## src/rtl/bshift_pkg.sv

```systemverilog
// ============================================================================
//  Module      : bshift_pkg
//  Description : Shared op encoding and width-legality check for the
//                pipelined barrel shifter.
//  Revision    : 1.0 - initial release
// ============================================================================
`default_nettype none

package bshift_pkg;

    typedef enum logic [1:0] {
        BSH_SLL = 2'b00,
        BSH_SRL = 2'b01,
        BSH_SRA = 2'b10,
        BSH_ROL = 2'b11
    } bsh_op_e;

    // A legal configuration is a power-of-two width of at least 2 whose
    // stage count was left at its derived value.
    function automatic bit bsh_width_ok(input int width, input int shw);
        return (width >= 2) && ((width & (width - 1)) == 0) && (shw == $clog2(width));
    endfunction

endpackage

`default_nettype wire

```

## src/rtl/bshift_stage.sv

```systemverilog
// ============================================================================
//  Module      : bshift_stage
//  Description : One log2 stage of the barrel shifter: conditional shift by
//                DIST selected by one shamt bit and the op, then a register.
//                Rotate wrap is built only when BSHIFT_ROTATE_EN is defined.
//  Revision    : 1.0 - initial release
// ============================================================================
`default_nettype none

module bshift_stage
    import bshift_pkg::*;
#(
    parameter int WIDTH = 32,
    parameter int TAG_W = 4,
    parameter int SHW   = $clog2(WIDTH),
    parameter int DIST  = 1
) (
    input  logic             clk,
    input  logic             rst,
    input  logic             i_en,
    input  logic             i_valid,
    input  logic [WIDTH-1:0] i_data,
    input  logic [SHW-1:0]   i_shamt,
    input  logic [1:0]       i_op,
    input  logic [TAG_W-1:0] i_tag,
    output logic             o_valid,
    output logic [WIDTH-1:0] o_data,
    output logic [SHW-1:0]   o_shamt,
    output logic [1:0]       o_op,
    output logic [TAG_W-1:0] o_tag
);

    localparam int c_bit = $clog2(DIST);

    logic [WIDTH-1:0] w_shifted;
    logic             r_valid;
    logic [WIDTH-1:0] r_data;
    logic [SHW-1:0]   r_shamt;
    logic [1:0]       r_op;
    logic [TAG_W-1:0] r_tag;

    always_comb begin
        w_shifted = i_data;
        if (i_shamt[c_bit]) begin
            case (bsh_op_e'(i_op))
                BSH_SRL: w_shifted = {{DIST{1'b0}}, i_data[WIDTH-1:DIST]};
                BSH_SRA: w_shifted = {{DIST{i_data[WIDTH-1]}}, i_data[WIDTH-1:DIST]};
`ifdef BSHIFT_ROTATE_EN
                BSH_ROL: w_shifted = {i_data[WIDTH-DIST-1:0], i_data[WIDTH-1:WIDTH-DIST]};
`endif
                // Without the rotate path op 11 falls through to a plain SLL.
                default: w_shifted = {i_data[WIDTH-DIST-1:0], {DIST{1'b0}}};
            endcase
        end
    end

    always_ff @(posedge clk) begin
        if (rst) begin
            r_valid <= 1'b0;
            r_data  <= '0;
            r_shamt <= '0;
            r_op    <= '0;
            r_tag   <= '0;
        end else if (i_en) begin
            r_valid <= i_valid;
            r_data  <= w_shifted;
            r_shamt <= i_shamt;
            r_op    <= i_op;
            r_tag   <= i_tag;
        end
    end

    assign o_valid = r_valid;
    assign o_data  = r_data;
    assign o_shamt = r_shamt;
    assign o_op    = r_op;
    assign o_tag   = r_tag;

endmodule

`default_nettype wire

```

## src/rtl/barrel_shifter_pipe.sv

```systemverilog
// ============================================================================
//  Module      : barrel_shifter_pipe
//  Description : Pipelined barrel shifter (SLL/SRL/SRA/ROL), one register per
//                log2 stage, valid/ready on both sides with a sideband tag.
//                Optional macro: BSHIFT_ROTATE_EN (enables the ROL wrap path).
//  Revision    : 1.0 - initial release
// ============================================================================
`default_nettype none

module barrel_shifter_pipe
    import bshift_pkg::*;
#(
    parameter int WIDTH = 32,
    parameter int TAG_W = 4,
    parameter int SHW   = $clog2(WIDTH)
) (
    input  logic             clk,
    input  logic             rst,
    input  logic             in_valid,
    output logic             in_ready,
    input  logic [WIDTH-1:0] in_data,
    input  logic [SHW-1:0]   in_shamt,
    input  logic [1:0]       in_op,
    input  logic [TAG_W-1:0] in_tag,
    output logic             out_valid,
    input  logic             out_ready,
    output logic [WIDTH-1:0] out_data,
    output logic [TAG_W-1:0] out_tag
);

    if (!bsh_width_ok(WIDTH, SHW)) begin : g_bad_width
        $error("barrel_shifter_pipe: WIDTH must be a power of two >= 2 and SHW must stay derived");
    end

    // Index 0 is the input side; index SHW is the last stage register.
    logic             w_valid [0:SHW];
    logic [WIDTH-1:0] w_data  [0:SHW];
    logic [SHW-1:0]   w_shamt [0:SHW];
    logic [1:0]       w_op    [0:SHW];
    logic [TAG_W-1:0] w_tag   [0:SHW];
    logic             w_adv;
    logic             w_unused_tail;

    // The whole pipe moves as one; bubbles travel with it rather than collapse.
    assign w_adv    = !w_valid[SHW] || out_ready;
    assign in_ready = w_adv && !rst;

    assign w_valid[0] = in_valid;
    assign w_data[0]  = in_data;
    assign w_shamt[0] = in_shamt;
    assign w_op[0]    = in_op;
    assign w_tag[0]   = in_tag;

    for (genvar k = 0; k < SHW; k++) begin : g_stage
        bshift_stage #(
            .WIDTH (WIDTH),
            .TAG_W (TAG_W),
            .SHW   (SHW),
            .DIST  (1 << k)
        ) u_stage (
            .clk     (clk),
            .rst     (rst),
            .i_en    (w_adv),
            .i_valid (w_valid[k]),
            .i_data  (w_data[k]),
            .i_shamt (w_shamt[k]),
            .i_op    (w_op[k]),
            .i_tag   (w_tag[k]),
            .o_valid (w_valid[k+1]),
            .o_data  (w_data[k+1]),
            .o_shamt (w_shamt[k+1]),
            .o_op    (w_op[k+1]),
            .o_tag   (w_tag[k+1])
        );
    end

    assign out_valid = w_valid[SHW];
    assign out_data  = w_data[SHW];
    assign out_tag   = w_tag[SHW];

    // Shamt and op have no consumer past the final stage.
    assign w_unused_tail = ^{w_shamt[SHW], w_op[SHW]};

endmodule

`default_nettype wire

```

## config.mk

```make
export PLATFORM = sky130hd
export DESIGN_NAME = barrel_shifter_pipe
export DESIGN_NICKNAME = d
export VERILOG_FILES = /design/src/rtl/bshift_pkg.sv /design/src/rtl/bshift_stage.sv /design/src/rtl/barrel_shifter_pipe.sv
export SDC_FILE = /design/constraint.sdc
export NUM_CORES = 1
export LEC_CHECK = 0
export ABC_AREA = 1
export CORE_ASPECT_RATIO = 0.9
export CORE_MARGIN = 5
export CORE_UTILIZATION = 40
export DETAILED_ROUTE_END_ITERATION = 16
export GPL_TIMING_DRIVEN = 0
export PLACE_DENSITY_LB_ADDON = 0.3
export RECOVER_POWER = 25
export SYNTH_ARGS = -nofsm -noshare
export SYNTH_HDL_FRONTEND = slang
export SYNTH_SLANG_ARGS = --single-unit
```

## constraint.sdc

```tcl
create_clock -name clk -period 1.4 [get_ports clk]
set_input_delay 0.28 -clock clk [delete_from_list [all_inputs] [get_ports clk]]
set_output_delay 0.28 -clock clk [all_outputs]
set_load 0.05 [all_outputs]
```

==> flow_summary.toml, run 1 <==
[run_status]
status = "finished, violations left"
violations = "negative setup slack"

[routing]
dr_total_vias = 11450
finalWirelength_um = 37280
drcViolationCount = 0
firstDrtPassIters = 7
viasPerCell = 5.241
drt_iter0_markers = 1118
antenna_left = 0
wl_per_cell_um = 17.07

[power_and_ir_drop]
vdd_drop_max_mv = 0.7559
powerDensity_nw_per_um2 = 1075
p_total_w = 0.01497
p_leak_nw = 6.166

[clocking]
clkTransAtPathRegs_ns = 0.06
holdBufCountCts = 0
insertion_delay_ns = 0.52
cts_buffers = 23
cts_tree = "built"
htreeDepth = 1
cts_sinks = 203
cts_buffer_depth = 3
root_buffer = "clkbuf_16"

[global_route]
grt_usage = 0.2423
met2_usage = 0.3683
antenna_found_initial = 0
grtUsageMet1 = 0.3565
grt_pass1_wl_um = 58150
grt_max_degree = 20
top_usage_layer = "met2"
grt_overflow = 0
grt_pass1_vias = 10680
globalRouteMet3Util = 0.03372

[synthesis]
muxShareOfSynthArea = 0
ys_seq_area_frac = 0.3913
synth_compound_area_frac = 0.1620
syn_area_per_cell_um2 = 6.182
synth-xor-area-share = 0
synth_top_family_by_area = "simple AND/OR/NAND/NOR gates"
synth_seq_cells = 203
ys_types = 22
synth_area_um2 = 10380
synthCells = 1680
synth_nets = 1737
synth_fa_ha_area_frac = 0.01205
yosys.area_share.simple = 0.3372
yosysWarnings = 0

[sta]
finalHoldViolations = 0
post-route-min-period_ns = 1.587
holdWs_ns = 0.08338
setup_viol = 12
setup_slack_ns = -0.1875
worst_pin_slew_ns = 0.6645
final_max_slew_viol_count = 0
relSlewSlack = 0.5570
period_share = 1.134
rsz0062_at_grt = "yes"
clock.fmax_mhz = 629.9
skew_ns = 0.01316

[setup_path]
path_buf_inv = 3
startpoint_type = "flop"
cp_slowest_cell = "dfxtp_2"
critical_path.top_delay_family = "flip-flops"
cp.arrival_ns = 1.31
cpPeakStageDelay_ns = 0.35
worstPathCellList = "nand2_4 > nand2_4 > inv_4 > buf_8 > buf_8"
critPathMaxFanout = 3
endpoint_kind = "output port"
critical_path_class = "flop to output port"
critPathRequiredTime_ns = 1.12

[cells_and_area]
final_cell_count_no_fill = 2184
fill_cells = 2565
layout.nets = 1880
drive_gt1_frac = 0.2157
final_common_cell = "nand2_1"
postLayoutCellArea_um2 = 13930
final_cell_mix = "500 x nand2_1, 249 x nor2_1, 193 x dfxtp_1, 110 x a21oi_1, 107 x inv_1"
n_antenna_cell = 0
synthToLayoutAreaGrowth_pct = 34.11

[floorplanning]
initial_core_util = 0.4017
ios = 85
core_area_um2 = 25850
fp.dieArea_um2 = 29290
fp.dieW_um = 179.8
die_h_um = 162.9
row_count = 56

[placement]
dp_slack_ns = -1.252
gp_congestion = 0.9599
post_dp_cell_area_um2 = 11700
io_buffers = 84
dp_cells = 2112
post-dp-hpwl_um = 26590

[run]
drv_cap = 0

[hold_path]
min_path_type = "primary input to flop"
[per-stage QoR]
step                      TNS [ns]    util
after detailed placement   -112.52  0.4524
after global routing        -2.151  0.5387
after global placement     -110.14  0.4524
after floorplan                  0       -
final                      -0.4482  0.5387
after CTS                  -0.5775  0.5042
[state kept, by name, summed over array words and instances, names as in the netlist]
| signal | flops |
|---|---|
| g_stage.u_stage.o_data | 160 |
| g_stage.u_stage.o_op | 8 |
| g_stage.u_stage.o_shamt | 10 |
| g_stage.u_stage.o_tag | 20 |
| g_stage.u_stage.o_valid | 5 |
[where the power goes]
part           internal (W)  leakage [nW]  total (W)  switching (W)
Combinational      0.000976          4.13    0.00241        0.00143
Clock               0.00371         0.373    0.00611        0.00240
Sequential          0.00609          1.67    0.00644       0.000350
Total                0.0108          6.17     0.0150        0.00418
[repair_timing]
item                       in CTS  in global routing
gates resized for setup       377                291
cloned                          6                  7
setup endpoints to repair     224                187
pin swaps                      34                 87
setup buffers                  20                  7
hold endpoints to repair        0                  0
[synthesized netlist by cell type]
cell / instances / area, um^2
nor2_4: 2 / 22.52
or2_2: 2 / 12.51
ha_1: 10 / 125.1
nand3_1: 75 / 375.4
buf_4: 12 / 90.09
clkbuf_2: 1 / 5.000
nor2_1: 273 / 1025
o21ai_1: 10 / 50.05
buf_2: 42 / 210.2
nand2_1: 547 / 2053
o21ai_0: 127 / 635.6
o22ai_1: 29 / 181.4
nand3b_1: 1 / 7.510
clkinv_1: 1 / 3.750
a21oi_1: 163 / 815.8
dfxtp_1: 203 / 4064
nand2_2: 1 / 6.260
inv_1: 116 / 435.4
buf_6: 3 / 33.78
inv_2: 6 / 22.52
buf_1: 3 / 11.26
clkbuf_1: 53 / 198.9
[path summary, 6_finish.rpt]
check / start / end / slack (ns) / depth (start not counted)
min reg2reg: g_stage[4].u_stage.o_data[18] / g_stage[4].u_stage.o_data[18] / 0.44 / 2
min: rst / g_stage[4].u_stage.o_valid / 0.08 / 2
max reg2reg: g_stage[2].u_stage.o_op[0] / g_stage[3].u_stage.o_data[14] / -0.06 / 8
max: g_stage[4].u_stage.o_valid / in_ready / -0.19 / 5
[cell families (layout without fill, tap and decap cells)]
family | after synthesis | after routing
AND/OR/NAND/NOR | 901 | 901
AO/OA/AOI/OAI | 329 | 329
buffers and inverters | 237 | 393
flip-flops | 203 | 203
adder cells (fa/ha/maj) | 10 | 10
[cell type report]
class | count | area, um^2 | area share
multi-input combinational | 1240 | 6036 | 0.4334
sequential | 203 | 4079 | 0.2929
timing repair buffer | 123 | 1191 | 0.08553
buffer | 108 | 930.9 | 0.06684
clock buffer | 30 | 631.9 | 0.04537
inverter | 123 | 489.2 | 0.03513
tap | 348 | 435.4 | 0.03126
clock inverter | 8 | 122.6 | 0.008804
timing repair inverter | 1 | 11.26 | 0.0008086
[worst reg2reg max path: stages (launching register included)]
cell and delay, ns:
dfxtp_4 0.36, inv_4 0.04, ha_4 0.39, clkinv_8 0.13
buf_12 0.17, nand2_2 0.05, o21ai_1 0.06, nand2_1 0.10
nand2_1 0.05
[layer usage]
metal,share of wire,vias to the layer above
li1,-,5604
met4,0.031,0
met2,0.43,480
met3,0.078,64
met1,0.46,5299
met5,0,-
Power figures use the tool's default switching activity.
==> run 2: changes to the inputs <==
--- a/config.mk
+++ b/config.mk
@@ -6,10 +6,11 @@
 export NUM_CORES = 1
 export LEC_CHECK = 0
 export ABC_AREA = 1
-export CORE_ASPECT_RATIO = 0.9
+export CORE_ASPECT_RATIO = 1.1
 export CORE_MARGIN = 5
 export CORE_UTILIZATION = 40
 export DETAILED_ROUTE_END_ITERATION = 16
+export DONT_BUFFER_PORTS = 1
 export GPL_TIMING_DRIVEN = 0
 export PLACE_DENSITY_LB_ADDON = 0.3
 export RECOVER_POWER = 25
==> run 2 against run 1 <==
Compared with the run above:
- the run still ends with negative setup slack left
- clock skew grew 0.012 ns
- worst setup slack worse by 0.056 ns
- global-route usage rose by 0.64 points
- non-clock buffer count fell by 43
- largest cell class unchanged
- sequential share of layout area increased by 1.9 points
- clock power is 9.3% higher
- first-iteration DRC count down 11%
- core utilization down 1.8 points
- hold slack lost 0.070 ns
- total power rose by 1.8%
==> flow_summary.toml, run 2 (synthesis gave the netlist of run 1 again) <==
[setup_path]
cp_slowest_cell = "dfxtp_4"
worstPathCellList = "nand2_4 > nand2_4 > inv_4 > buf_12"
critical_path_class = "flop to output port"
crit_top_cell = "nand2_4"
critPathRequiredTime_ns = 1.12
endpoint_kind = "output port"
cp.arrival_ns = 1.36
critPathMaxFanout = 5
cpPeakStageDelay_ns = 0.46
startpoint_type = "flop"

[cells_and_area]
n_antenna_cell = 0
layout.nets = 1836
synthToLayoutAreaGrowth_pct = 27.45
drive_gt1_frac = 0.1532
final_cell_count_no_fill = 2141
final_common_cell = "nand2_1"
postLayoutCellArea_um2 = 13240
final_cell_mix = "536 x nand2_1, 257 x nor2_1, 160 x dfxtp_1, 154 x a21oi_1, 112 x o21ai_0"
fill_cells = 2549
largest_reg_flops = 160

[clocking]
insertion_delay_ns = 0.53
cts_tree = "built"
cts_buffer_depth = 3
htreeDepth = 1
root_buffer = "clkbuf_16"
cts_sinks = 203
cts_buffers = 23
clkTransAtPathRegs_ns = 0.06

[routing]
finalWirelength_um = 37320
antenna_left = 0
drt_iter0_markers = 999
dr_total_vias = 11140
drcViolationCount = 0
viasPerCell = 5.205
firstDrtPassIters = 6
wl_per_cell_um = 17.43

[sta]
setup_tns_ns = -11.00
skew_ns = 0.02563
rsz0062_at_grt = "yes"
period_share = 1.174
setup_viol = 161
relSlewSlack = 0.5568
setup_slack_ns = -0.2433
finalHoldViolations = 0
post-route-min-period_ns = 1.643
worst_pin_slew_ns = 0.6647
holdWs_ns = 0.01300
clock.fmax_mhz = 608.5
final_max_slew_viol_count = 0

[placement]
dp_cells = 2026
gp_congestion = 0.9811
io_buffers = 0
post-dp-hpwl_um = 26640
post_dp_cell_area_um2 = 10850

[run_status]
status = "finished, violations left"
violations = "negative setup slack"

[floorplanning]
ios = 85
core_area_um2 = 25420
die_h_um = 179.0
fp.dieW_um = 163.6
row_count = 61
fp.dieArea_um2 = 29290
initial_core_util = 0.4086

[power_and_ir_drop]
switching_share = 0.2747
p_leak_nw = 5.871
power_switching_w = 0.004185
seqPwrFrac = 0.429
vdd_drop_max_mv = 0.8743
p_int_w = 0.01105
clkPwrFrac = 0.438
combPwrFrac = 0.132
powerDensity_nw_per_um2 = 1151

[hold_path]
min_path_type = "primary input to flop"

[global_route]
grt_usage = 0.2487
grt_pass1_wl_um = 57790
grt_max_degree = 20
grt_pass1_vias = 10910
grt_overflow = 0
antenna_found_initial = 0

[run]
drv_cap = 0
-- run 2: cell types whose count changed in the layout (fill, tap and decap cells not counted), sizes merged --
cell,delta
bufbuf,+1
dlygate4sd3,+42
clkinv,-1
bufinv,+1
clkinvlp,+2
dlymetal6s2s,-3
inv,-1
clkbuf,-18
buf,-21
clkdlybuf4s50,-43
-- run 2: layout make-up --
type | instances | area [um^2] | area share
buffer | 110 | 907.1 | 0.06854
clock buffer | 31 | 675.6 | 0.05105
clock inverter | 10 | 173.9 | 0.01314
inverter | 123 | 486.7 | 0.03677
multi-input combinational | 1240 | 5620 | 0.4247
sequential | 203 | 4123 | 0.3115
tap | 346 | 432.9 | 0.03271
timing repair buffer | 78 | 815.8 | 0.06164
-- run 2: what timing repair did --
| item | 4_1_cts | 5_1_grt |
|---|---|---|
| resized for setup | 200 | 81 |
| endpoints found under the setup margin | 238 | 188 |
| pin swaps | 19 | 19 |
| hold endpoints to repair | 41 | 0 |
| setup buffers | 20 | 9 |
| hold buffers | 42 | 0 |
| cloned | 6 | 2 |
-- run 2: final timing paths --
| check | from | endpoint | slack (ns) | cells after the start |
|---|---|---|---|---|
| setup / recovery | g_stage[4].u_stage.o_valid | in_ready | -0.24 | 4 |
| hold / removal | in_data[31] | g_stage[0].u_stage.o_data[31] | 0.01 | 4 |
| setup reg to reg | g_stage[4].u_stage.o_valid | g_stage[2].u_stage.o_data[22] | -0.18 | 9 |
| hold reg to reg | g_stage[2].u_stage.o_data[24] | g_stage[2].u_stage.o_data[24] | 0.45 | 2 |
-- run 2: through the flow --
stage,setup slack (ns),util,power [W]
2_1_floorplan,0.001908,-,0.007684
4_1_cts,-0.2409,0.5094,0.01520
3_3_place_gp,-0.3447,0.4270,0.008186
6_report,-0.2433,0.5208,0.01523
3_5_place_dp,-0.3628,0.4270,0.008204
5_1_grt,-0.2753,0.5208,0.01585
-- run 2: worst max-delay path: cells and delay by family, from the launching register on --
| family | cells | cell delay, ns |
|---|---|---|
| buffers and inverters | 2 | 0.18 |
| AND/OR/NAND/NOR | 2 | 0.18 |
| flip-flops | 1 | 0.46 |
-- run 2: metal layers --
metal,routed length (um),vias up,track usage
met5,0,-,0
met3,2309,98,0.03219
met1,15700,5086,0.3112
li1,-,5509,-
met2,17530,451,0.4230
met4,1781,0,0.1206
-- run 2: power groups by stage --
stage	combinational, W	sequential, W	clock, W
2_1_floorplan	0.00118	0.00651	0
3_5_place_dp	0.00156	0.00664	0
3_3_place_gp	0.00155	0.00664	0
6_report	0.00201	0.00654	0.00668
5_1_grt	0.00223	0.00657	0.00705
4_1_cts	0.00189	0.00653	0.00678
==> run 3: changes to the inputs <==
--- a/config.mk
+++ b/config.mk
@@ -6,6 +6,8 @@
 export NUM_CORES = 1
 export LEC_CHECK = 0
 export ABC_AREA = 1
+export CELL_PAD_IN_SITES_DETAIL_PLACEMENT = 1
+export CELL_PAD_IN_SITES_GLOBAL_PLACEMENT = 1
 export CORE_ASPECT_RATIO = 1.1
 export CORE_MARGIN = 5
 export CORE_UTILIZATION = 40
@@ -17,3 +19,4 @@
 export SYNTH_ARGS = -nofsm -noshare
 export SYNTH_HDL_FRONTEND = slang
 export SYNTH_SLANG_ARGS = --single-unit
+export TNS_END_PERCENT = 30
==> constraint.sdc (replaced) <==
create_clock -name clk -period 1.4 [get_ports clk]
set_input_delay 0.28 -clock clk [delete_from_list [all_inputs] [get_ports clk]]
set_output_delay 0.28 -clock clk [all_outputs]
set_load 0.005 [all_outputs]
==> run 3 against run 2 <==
Compared with the run above:
- the run still ends with negative setup slack left
- routed wire length increased by 19%
- via count increased by 4.8%
- total power increased by 1.5%
- global-route usage increased by 3.8 points
- critical path depth unchanged
- sequential power decreased by 1%
- design area increased by 3.6%
- die area unchanged
- clock power about the same
- register-to-register slack improved by 0.11 ns
- maximum frequency increased by 5.7%
- critical path type unchanged
- critical endpoint unchanged
- largest power group unchanged
==> flow_summary.toml, run 3 (synthesis gave the netlist of run 1 again) <==
[run_status]
status = "finished, violations left"
violations = "negative setup slack"

[floorplanning]
ios = 85
initial_core_util = 0.4086
fp.dieArea_um2 = 29290
row_count = 61
core_area_um2 = 25420
die_h_um = 179.0
fp.dieW_um = 163.6

[routing]
finalWirelength_um = 44290
viasPerCell = 5.420
met2_length_um = 22590
dr_total_vias = 11680
firstDrtPassIters = 5
highest_layer = "met4"
drt_iter0_markers = 675
antenna_left = 0
routed-wl-met3_um = 2133
wl_met1_um = 17380
drcViolationCount = 0
wl_per_cell_um = 20.56

[sta]
finalHoldViolations = 0
setup_viol = 40
period_share = 1.110
rsz0062_at_grt = "yes"
post-route-min-period_ns = 1.554
clock.fmax_mhz = 643.3
final_max_slew_viol_count = 0
worst_pin_slew_ns = 0.7474
skew_ns = 0.02401
relSlewSlack = 0.5018
setup_slack_ns = -0.1544

[setup_path]
startpoint_type = "flop"
critical_path_class = "flop to output port"
critPathRequiredTime_ns = 1.12
critPathMaxFanout = 5
endpoint_kind = "output port"
cp.arrival_ns = 1.27

[clocking]
htreeDepth = 1
insertion_delay_ns = 0.54
root_buffer = "clkbuf_16"
cts_tree = "built"
cts_buffer_depth = 3
cts_sinks = 203
clkTransAtPathRegs_ns = 0.06
cts_buffers = 23

[global_route]
grt_pass1_wl_um = 66620
antenna_found_initial = 0
grt_pass1_vias = 12420
grt_usage = 0.2865
grt_max_degree = 17
grt_overflow = 0

[cells_and_area]
final_cell_mix = "503 x nand2_1, 252 x nor2_1, 192 x dfxtp_1, 119 x a21oi_1, 108 x inv_1"
final_common_cell = "nand2_1"
n_antenna_cell = 0
postLayoutCellArea_um2 = 13710
layout.nets = 1850
synthToLayoutAreaGrowth_pct = 31.98
drive_gt1_frac = 0.1914
largest_reg_flops = 160
final_cell_count_no_fill = 2154

[power_and_ir_drop]
p_int_w = 0.01108
p_leak_nw = 5.995
clkPwrFrac = 0.432
switching_share = 0.2832
seqPwrFrac = 0.419
vdd_drop_max_mv = 0.8219
power_switching_w = 0.004379
powerDensity_nw_per_um2 = 1128
p_total_w = 0.01546
combPwrFrac = 0.149

[placement]
io_buffers = 0
post_dp_cell_area_um2 = 10850
gp_congestion = 0.9914
dp_cells = 2026
post-dp-hpwl_um = 29380

[hold_path]
min_path_type = "primary input to flop"

[run]
drv_cap = 0
## run 3: changes by cell type in the layout (fill, tap and decap cells not counted), sizes merged
cell,change
buf,+17
clkbuf,-4
bufinv,+1
clkinv,-1
clkinvlp,+1
dlygate4sd3,-1
## run 3: through the flow
| stage | hold WS (ns) | utilization | setup WS [ns] | TNS, ns |
|---|---|---|---|---|
| floorplan | 0.3491 | - | -0.01802 | -0.2190 |
| global placement | 0.3521 | 0.4268 | -0.4638 | -39.02 |
| detailed placement | 0.3534 | 0.4268 | -0.5113 | -44.94 |
| CTS | -0.2181 | 0.5141 | -0.1292 | -0.9602 |
| global route | 0.01984 | 0.5393 | -0.1831 | -6.098 |
| finish | 0.01245 | 0.5393 | -0.1544 | -1.239 |
## run 3: final cells by class
class | instances | area [um^2]
inverters | 123 | 496.7
multi-input cells | 1240 | 5954
well taps | 346 | 432.9
clock buffers | 29 | 618.1
repair buffers | 94 | 1025
fillers | 3303 | 11710
flip-flops and latches | 203 | 4083
plain buffers | 108 | 893.4
clock inverters | 11 | 202.7
## run 3: power groups by stage
stage          sequential (W)  combinational, W  clock, W
2_1_floorplan         0.00640           0.00117         0
3_3_place_gp          0.00654           0.00155         0
3_5_place_dp          0.00655           0.00160         0
4_1_cts               0.00644           0.00206   0.00671
5_1_grt               0.00650           0.00252   0.00695
6_report              0.00647           0.00231   0.00668
## run 3: critical path, cell delays in order, from the launching register on
cell and delay, ns:
dfxtp_4 0.36, nand2_4 0.10, nand2_4 0.07, inv_4 0.08, buf_8 0.13
## run 3: path summary, 6_finish.rpt
| check | from | to | slack (ns) | cells after the start |
|---|---|---|---|---|
| max | g_stage[4].u_stage.o_valid | in_ready | -0.15 | 4 |
| min reg2reg | g_stage[2].u_stage.o_data[25] | g_stage[2].u_stage.o_data[25] | 0.46 | 2 |
| min | in_data[3] | g_stage[0].u_stage.o_data[4] | 0.01 | 4 |
| max reg2reg | g_stage[1].u_stage.o_op[0] | g_stage[2].u_stage.o_data[19] | -0.07 | 8 |
## run 3: metal layers
metal | vias to the layer above | GRT usage
met1 | 5650 | 0.3334
met4 | 0 | 0.1297
met2 | 371 | 0.5200
met5 | - | 0
li1 | 5535 | -
met3 | 119 | 0.04001
## run 3: what timing repair did
action	CTS	global route
resized for setup	209	197
buffers inserted	33	12
endpoints found under the setup margin	185	181
cloned	8	3
hold buffers	40	1
pin swaps	36	74
endpoints found under the hold margin	41	1
